[src/rtl/fifo_pkg.sv]
// Shared sizing helpers for the synchronous FIFO core and its storage array.
package fifo_pkg;

    localparam int unsigned DATA_WIDTH_DEF = 8;
    localparam int unsigned ADD_WIDTH_DEF  = 4;

    // Number of stored words for a given address width.
    function automatic int unsigned fifo_depth(input int unsigned add_width);
        return 32'(1) << add_width;
    endfunction

    // Pointer width: address bits plus one wrap bit to tell full from empty.
    function automatic int unsigned ptr_w(input int unsigned add_width);
        return add_width + 32'(1);
    endfunction

endpackage : fifo_pkg

[src/rtl/fifo_mem.sv]
// Simple dual-port storage array: synchronous write, asynchronous read address.
module fifo_mem
    import fifo_pkg::*;
#(
    parameter int unsigned DATA_WIDTH = DATA_WIDTH_DEF,
    parameter int unsigned ADD_WIDTH  = ADD_WIDTH_DEF
) (
    input  logic                  clk,
    input  logic                  i_wr_en,
    input  logic [ADD_WIDTH-1:0]  i_wr_addr,
    input  logic [DATA_WIDTH-1:0] i_wr_data,
    input  logic [ADD_WIDTH-1:0]  i_rd_addr,
    output logic [DATA_WIDTH-1:0] o_rd_data_c
);

    localparam int unsigned DEPTH = fifo_depth(ADD_WIDTH);

    logic [DATA_WIDTH-1:0] r_mem [DEPTH];

    // Write port; contents are intentionally not reset.
    always_ff @(posedge clk) begin
        if (i_wr_en) begin
            r_mem[i_wr_addr] <= i_wr_data;
        end
    end

    // Read port presents the pre-edge word; the core registers it.
    assign o_rd_data_c = r_mem[i_rd_addr];

endmodule : fifo_mem

[src/rtl/sync_fifo_core.sv]
// Single-clock FIFO: wrap-bit pointers, full/empty flags and registered read data.
module sync_fifo_core
    import fifo_pkg::*;
#(
    parameter int unsigned DATA_WIDTH = DATA_WIDTH_DEF,
    parameter int unsigned ADD_WIDTH  = ADD_WIDTH_DEF
) (
    input  logic                  clk,
    input  logic                  rst,
    input  logic                  wr_en,
    input  logic [DATA_WIDTH-1:0] data_in,
    input  logic                  rd_en,
    output logic [DATA_WIDTH-1:0] data_out,
    output logic                  fifo_full,
    output logic                  fifo_empty
);

    localparam int unsigned PTR_W = ptr_w(ADD_WIDTH);

    logic [PTR_W-1:0]      r_wr_ptr;
    logic [PTR_W-1:0]      r_rd_ptr;
    logic [DATA_WIDTH-1:0] r_data_out;
    logic [DATA_WIDTH-1:0] w_rd_data;
    logic                  w_full;
    logic                  w_empty;
    logic                  w_wr_accept;
    logic                  w_rd_accept;

    // Flags come straight from the registered pointers.
    assign w_empty = (r_wr_ptr == r_rd_ptr);
    assign w_full  = (r_wr_ptr[PTR_W-1] != r_rd_ptr[PTR_W-1]) &&
                     (r_wr_ptr[ADD_WIDTH-1:0] == r_rd_ptr[ADD_WIDTH-1:0]);

    // Both qualifiers use pre-edge flags, so a full FIFO rejects a same-cycle write.
    assign w_wr_accept = wr_en && !w_full;
    assign w_rd_accept = rd_en && !w_empty;

    fifo_mem #(
        .DATA_WIDTH (DATA_WIDTH),
        .ADD_WIDTH  (ADD_WIDTH)
    ) u_mem (
        .clk         (clk),
        .i_wr_en     (w_wr_accept),
        .i_wr_addr   (r_wr_ptr[ADD_WIDTH-1:0]),
        .i_wr_data   (data_in),
        .i_rd_addr   (r_rd_ptr[ADD_WIDTH-1:0]),
        .o_rd_data_c (w_rd_data)
    );

    // Pointer advance; natural wrap at 2**PTR_W.
    always_ff @(posedge clk or posedge rst) begin
        if (rst) begin
            r_wr_ptr <= '0;
            r_rd_ptr <= '0;
        end else begin
            if (w_wr_accept) begin
                r_wr_ptr <= r_wr_ptr + PTR_W'(1);
            end
            if (w_rd_accept) begin
                r_rd_ptr <= r_rd_ptr + PTR_W'(1);
            end
        end
    end

    // Read data register; holds its value when no read is accepted.
    always_ff @(posedge clk or posedge rst) begin
        if (rst) begin
            r_data_out <= '0;
        end else if (w_rd_accept) begin
            r_data_out <= w_rd_data;
        end
    end

    assign data_out   = r_data_out;
    assign fifo_full  = w_full;
    assign fifo_empty = w_empty;

endmodule : sync_fifo_core

[config.mk]
export PLATFORM = sky130hd
export DESIGN_NAME = sync_fifo_core
export DESIGN_NICKNAME = d
export VERILOG_FILES = /design/src/rtl/fifo_pkg.sv /design/src/rtl/fifo_mem.sv /design/src/rtl/sync_fifo_core.sv
export SDC_FILE = /design/constraint.sdc
export NUM_CORES = 1
export LEC_CHECK = 0
export CAP_MARGIN = 40
export CORE_MARGIN = 10
export CORE_UTILIZATION = 67
export CTS_CLUSTER_SIZE = 16
export DETAILED_ROUTE_END_ITERATION = 6
export DONT_BUFFER_PORTS = 1
export HOLD_SLACK_MARGIN = 0.03
export PLACE_DENSITY = 0.83
export SYNTH_ARGS = -nofsm -noshare
export SYNTH_HDL_FRONTEND = slang
export SYNTH_SLANG_ARGS = --single-unit
[constraint.sdc]
create_clock -name clk -period 6.4 [get_ports clk]
set_input_delay 1.28 -clock clk [delete_from_list [all_inputs] [get_ports clk]]
set_output_delay 1.28 -clock clk [all_outputs]
set_load 0.05 [all_outputs]
# Word-level counts from Yosys, hierarchy flattened
# Memories as Yosys holds them, arrays and structs flattened. A register that Yosys moved wholly into a read port is not among the register bits.
# Index checks and enable logic that the tools add are counted.
dict set report totals {
  ff_bits 10
  ram_bits 128
  in_bits 12
  elab_cells 15
  mem_count 1
}
# memory depth width rd rd_clocked_by_memory_dff wr line
set memory_table {}
lappend memory_table {u_mem.r_mem 16 8 1 1 1 fifo_mem.sv:18} ;# logic [DATA_WIDTH-1:0] r_mem [DEPTH];
dict set report classes {
  n_addsub 2
  eq_ne 3
  muxes 2
  reduce_logical 5
}
# op count
set ops {}
lappend ops {{5-bit by 1-bit adder with 5-bit output, second input constant} 2}
lappend ops {{5-bit equality test} 1}
lappend ops {{4-bit equality test} 1}
lappend ops {{1-bit logical AND} 3}
lappend ops {{1-bit logical NOT} 2}
lappend ops {{1-bit two-way mux} 2}
lappend ops {{1-bit inequality test} 1}

# Depth between registers and ports, before layout
dict set report logic_depth {
  depth_word 6
  mapped_depth 7
  mapped_depth_nobuf 4
}

# Hierarchy
# A second synthesis with hierarchy kept.
dict set report unflattened {
  hier_cells 282
  hier_area_um2 5834.3
}
# module n_inst cells_each area_each_um2 seq_area_each_um2
set modules_own_cells {}
lappend modules_own_cells {fifo_mem 1 221 4987.3 3843.7}
lappend modules_own_cells {sync_fifo_core 1 61 847.1 450.4}

# Worst setup path after synthesis
# OpenSTA, ideal clock, no wires.
dict set report synth_timing {
  kind {register -> output}
  from {register r_rd_ptr[0]}
  to {output fifo_empty}
  t_arrival_ps 1690
  required_ps 5120
  setup_slack_ps 3430
  path_stages_with_launch 5
  n_path_buf 1
  cell_sequence {dfrtp_1 > buf_2 > xnor2_1 > nand4_2 > nor2_1}
}
dict set report synth_between {
  elab_chain_cells 1
}
# element line
set synth_lines {}
lappend synth_lines {{start, declared} sync_fifo_core.sv:21} ;# logic [PTR_W-1:0] r_rd_ptr;
lappend synth_lines {{start signal, assigned} sync_fifo_core.sv:60} ;# r_rd_ptr <= r_rd_ptr + PTR_W'(1);
lappend synth_lines {{5-bit equality test} sync_fifo_core.sv:30} ;# assign w_empty = (r_wr_ptr == r_rd_ptr);
lappend synth_lines {{end, declared} sync_fifo_core.sv:15} ;# output logic fifo_empty
# Every way passes these cells.

# Final worst setup path
dict set report layout_timing {
  from {register r_rd_ptr[0]}
  to {output fifo_full}
}
dict set report layout_between {
  elab_chain_cells 2
}
# element line
set layout_lines {}
lappend layout_lines {{4-bit equality test} sync_fifo_core.sv:32} ;# (r_wr_ptr[ADD_WIDTH-1:0] == r_rd_ptr[ADD_WIDTH-1:0]);
lappend layout_lines {{1-bit logical AND} sync_fifo_core.sv:31} ;# assign w_full = (r_wr_ptr[PTR_W-1] != r_rd_ptr[PTR_W-1]) &&
lappend layout_lines {{end, declared} sync_fifo_core.sv:14} ;# output logic fifo_full,
# Every way passes these cells.

==> impl_summary.md <==
Status
The flow ran to the end, and the final reports show no timing, DRC or antenna violations.

Logic synthesis
Counting every net in the synthesized netlist gives 319. The number of standard cells after synthesis is 302. During synthesis, Yosys emitted a total of 0 warnings. The portion of the post-synthesis area used by sequential elements is 72.1%. The cell area after synthesis is 5960 µm².

The number of distinct standard cells referenced by the synthesized netlist is 29. The number of synthesized register bits is 146. A synthesized cell averages 19.7 µm².

Cells and area
The count of placed standard cells in the final layout, fillers left out is 432. For this run, the post-layout net count is 328. The fraction of final layout cells with drive strength greater than 1 is 20.7%. The finished cells cover 6680 µm². From synthesis to final layout, the design area changed by 12.0%. The number of antenna repair diodes is 0. Once layout is complete, the utilization of the core stands at 76.9%.

GRT
The pin count of the biggest net entering global routing is 32. Global routing finished with a remaining overflow of 0. The number of antenna violations at the first check in global routing came to 0. The global-route wire length before repair is 17600 µm.

The overall fraction of global-route tracks in use is 18.5%. The via count of the first global-routing pass is 2948.

Timing
The slew of the pin with the lowest slew margin is 0.987 ns. Across all setup checks in the final design, the least slack found is 2.70 ns. Setup repair after global routing left no endpoint under its margin.

The worst slew slack as a fraction of its limit is 34.2%. The smallest clock period supported by the final layout is computed as 3.70 ns. The max-slew violation total from the final report came to 0. Clock skew on the completed layout was measured at 0.00466 ns. In the final timing run, aggregate negative setup slack is 0 ns. The ratio of final minimum period to clock period is 57.8%. The hold violation total from the final report came to 0. Setup violations remaining at the end of the flow were counted as 0. The timing-limited maximum frequency is 0.270 GHz.

Worst hold path
The tightest min-delay check is of the register to register type.

Clock network
TritonCTS built the clock tree. The number of resized instances in the post-cts repair step is 0. Buffers added to address setup during post-CTS repair amount to 0. Buffers inserted to repair hold after CTS numbered 0. The depth of the CTS H-tree is 4. Clock tree synthesis found a total of 146 sinks.

The total CTS buffers is 17. The clock transition at the registers of the reported paths is 0.06 ns. The cell at the root of the clock tree is clkbuf_8. For the worst-skew pair, the clock arrives at the later sink with an insertion delay of 0.53 ns. The maximum clock path buffer count is 2.

Power and ir drop
IR analysis of the VDD net gives a maximum drop of 0.263 mV. For this design the static power due to leakage is 2.34 nW. For this design the ratio of total power to cell area is 492 nW/µm².

Worst setup path
The arrival time reported for the critical path endpoint is 2.42 ns. The required arrival time at the worst endpoint is 5.12 ns. The kind of launch point of the worst setup path is a register. Of all nets on the critical path, the largest fanout is 22. Traced cell by cell, the critical path runs through xnor2_1 > nand4_2 > nor2_1 > buf_4.

For this design, the slowest cell found on the critical path is dfrtp_1. The kind of end point of the critical path is an output port. The longest individual stage delay on the worst path is 0.99 ns. The path type of the worst setup path is register to output port.

Place
The weighted congestion reported at the end of routability-driven placement is 0.819. Once placement finished, the instance area stood at 6060 µm². The sum of net half-perimeters after detailed placement is 6890 µm.

The number of I/O port buffers is 0. The worst setup slack after placement is 3.33 ns. The total instance count after detailed placement is 399.

Route
The number of routed nets with antenna violations is 0. The aggregate routed wire length is 11400 µm. The first-pass iteration count of the detailed router is 5.

Dividing the detail-routed via count by the number of cells gives 6.63. Summing over every cut layer, the via total after detailed routing is 2864. The detailed router finished its first iteration with 266 violations. The mean routed wirelength per cell is 26.5 µm.

In the routed design, unresolved DRC markers number 0.

Die
The x dimension of the die is 114 µm. The die covers 13100 µm². Once the floorplan was initialized, standard cells occupied 68.7% of the core.

The die span in y is 114 µm. The total area inside the core boundary comes to 8680 µm². The number of core rows is 34. The number of placed I/O pins is 22.

Job
The tool flagged a number of max-cap violations equal to 0.
[state kept, by name, summed over array words and instances (netlist names)]
register     flops
data_out         8
r_rd_ptr         5
u_mem.r_mem    128
r_wr_ptr         5
[final cells by class]
type | instances | area, µm²
multi-input combinational | 136 | 1560
clock buffer | 20 | 425
fill | 443 | 2000
timing repair buffer | 6 | 57.6
sequential | 146 | 4300
clock inverter | 12 | 184
tap | 108 | 135
inverter | 4 | 15.0
[critical path: cells and delay by family, from the launching register on]
kind | cells | cell delay, ns
simple gates | 2 | 0.46
buf+inv | 1 | 0.22
xor+xnor | 1 | 0.21
flops | 1 | 0.99
[layer usage]
metal	GRT usage (%)	up-vias	share of wire, %
met2	27.7	134	49
met3	7.02	22	7.3
met5	0	-	0
met1	24.5	1462	42
li1	-	1246	-
met4	6.60	0	2.0
[synthesized netlist by cell type (all sizes together)]
| master | count | share of area [%] |
|---|---|---|
| xor2 | 1 | 0.15 |
| mux2 | 18 | 3.4 |
| and3 | 14 | 1.5 |
| buf | 9 | 0.99 |
| a221oi | 8 | 1.2 |
| o21ai | 1 | 0.27 |
| inv | 4 | 0.25 |
| ha | 5 | 1.0 |
| dfrtp | 18 | 7.6 |
| o21a | 1 | 0.13 |
| o2111ai | 2 | 0.29 |
| mux4 | 24 | 9.9 |
| edfxtp | 128 | 65 |
| nand4 | 1 | 0.21 |
| clkbuf | 7 | 0.46 |
| nand2b | 8 | 0.84 |
| nor2 | 4 | 0.25 |
| a22o | 8 | 1.2 |
| and2 | 2 | 0.21 |
| xnor2 | 13 | 1.9 |
| nor3 | 1 | 0.084 |
| mux2i | 16 | 2.7 |
| o211ai | 4 | 0.50 |
| nor2b | 5 | 0.52 |
[cell families after synthesis]
logic type | synth area share, %
AOI/OAI and AO/OA | 3.55
adders and majority gates | 1.05
and+or+nand+nor | 3.59
muxes | 16.0
xor gates and xnor gates | 2.06
buffers and inverters | 1.70
DFF | 72.1
[power breakdown]
group	leakage [nW]	switching (mW)	internal, mW
Sequential	1.36	0.234	1.18
Combinational	0.689	0.433	0.422
Clock	0.289	0.376	0.635
Total	2.34	1.04	2.24
[worst paths after layout]
check                                   startpoint                     endpoint  depth (start not counted)  slack [ns]
setup reg to reg           r_rd_ptr[0]$_DFFE_PP0P_  u_mem.r_mem[7][0]$_DFFE_PP_                          4        3.59
max in group asynchronous                      rst      r_rd_ptr[2]$_DFFE_PP0P_                          1        5.09
hold / removal             r_rd_ptr[4]$_DFFE_PP0P_      r_rd_ptr[4]$_DFFE_PP0P_                          1        0.54
hold reg to reg            r_rd_ptr[4]$_DFFE_PP0P_      r_rd_ptr[4]$_DFFE_PP0P_                          1        0.54
setup / recovery           r_rd_ptr[0]$_DFFE_PP0P_                    fifo_full                          4        2.70
min in group asynchronous                      rst      data_out[5]$_DFFE_PP0P_                          1        0.78
[cells in the final DEF, fill, tap and decap left out, types with 5 or more instances in the layout]
| cell | n |
|---|---|
| a221oi_1 | 8 |
| a22o_1 | 8 |
| and3_1 | 14 |
| buf_4 | 5 |
| clkbuf_16 | 16 |
| clkinv_4 | 5 |
| dfrtp_1 | 17 |
| edfxtp_1 | 128 |
| ha_1 | 5 |
| mux2_2 | 18 |
| mux2i_1 | 16 |
| mux4_1 | 13 |
| mux4_2 | 11 |
| nand2b_1 | 8 |
| nor2b_1 | 5 |
| xnor2_1 | 13 |
[stage by stage]
stage               total power, mW  hold WS [ns]
finish                         3.28         0.539
global route                   3.42         0.546
detailed placement             2.27         0.531
global placement               2.21         0.519
floorplan                      2.06         0.502
CTS                            3.28         0.539
No activity file was read; power rests on OpenSTA's default activity.
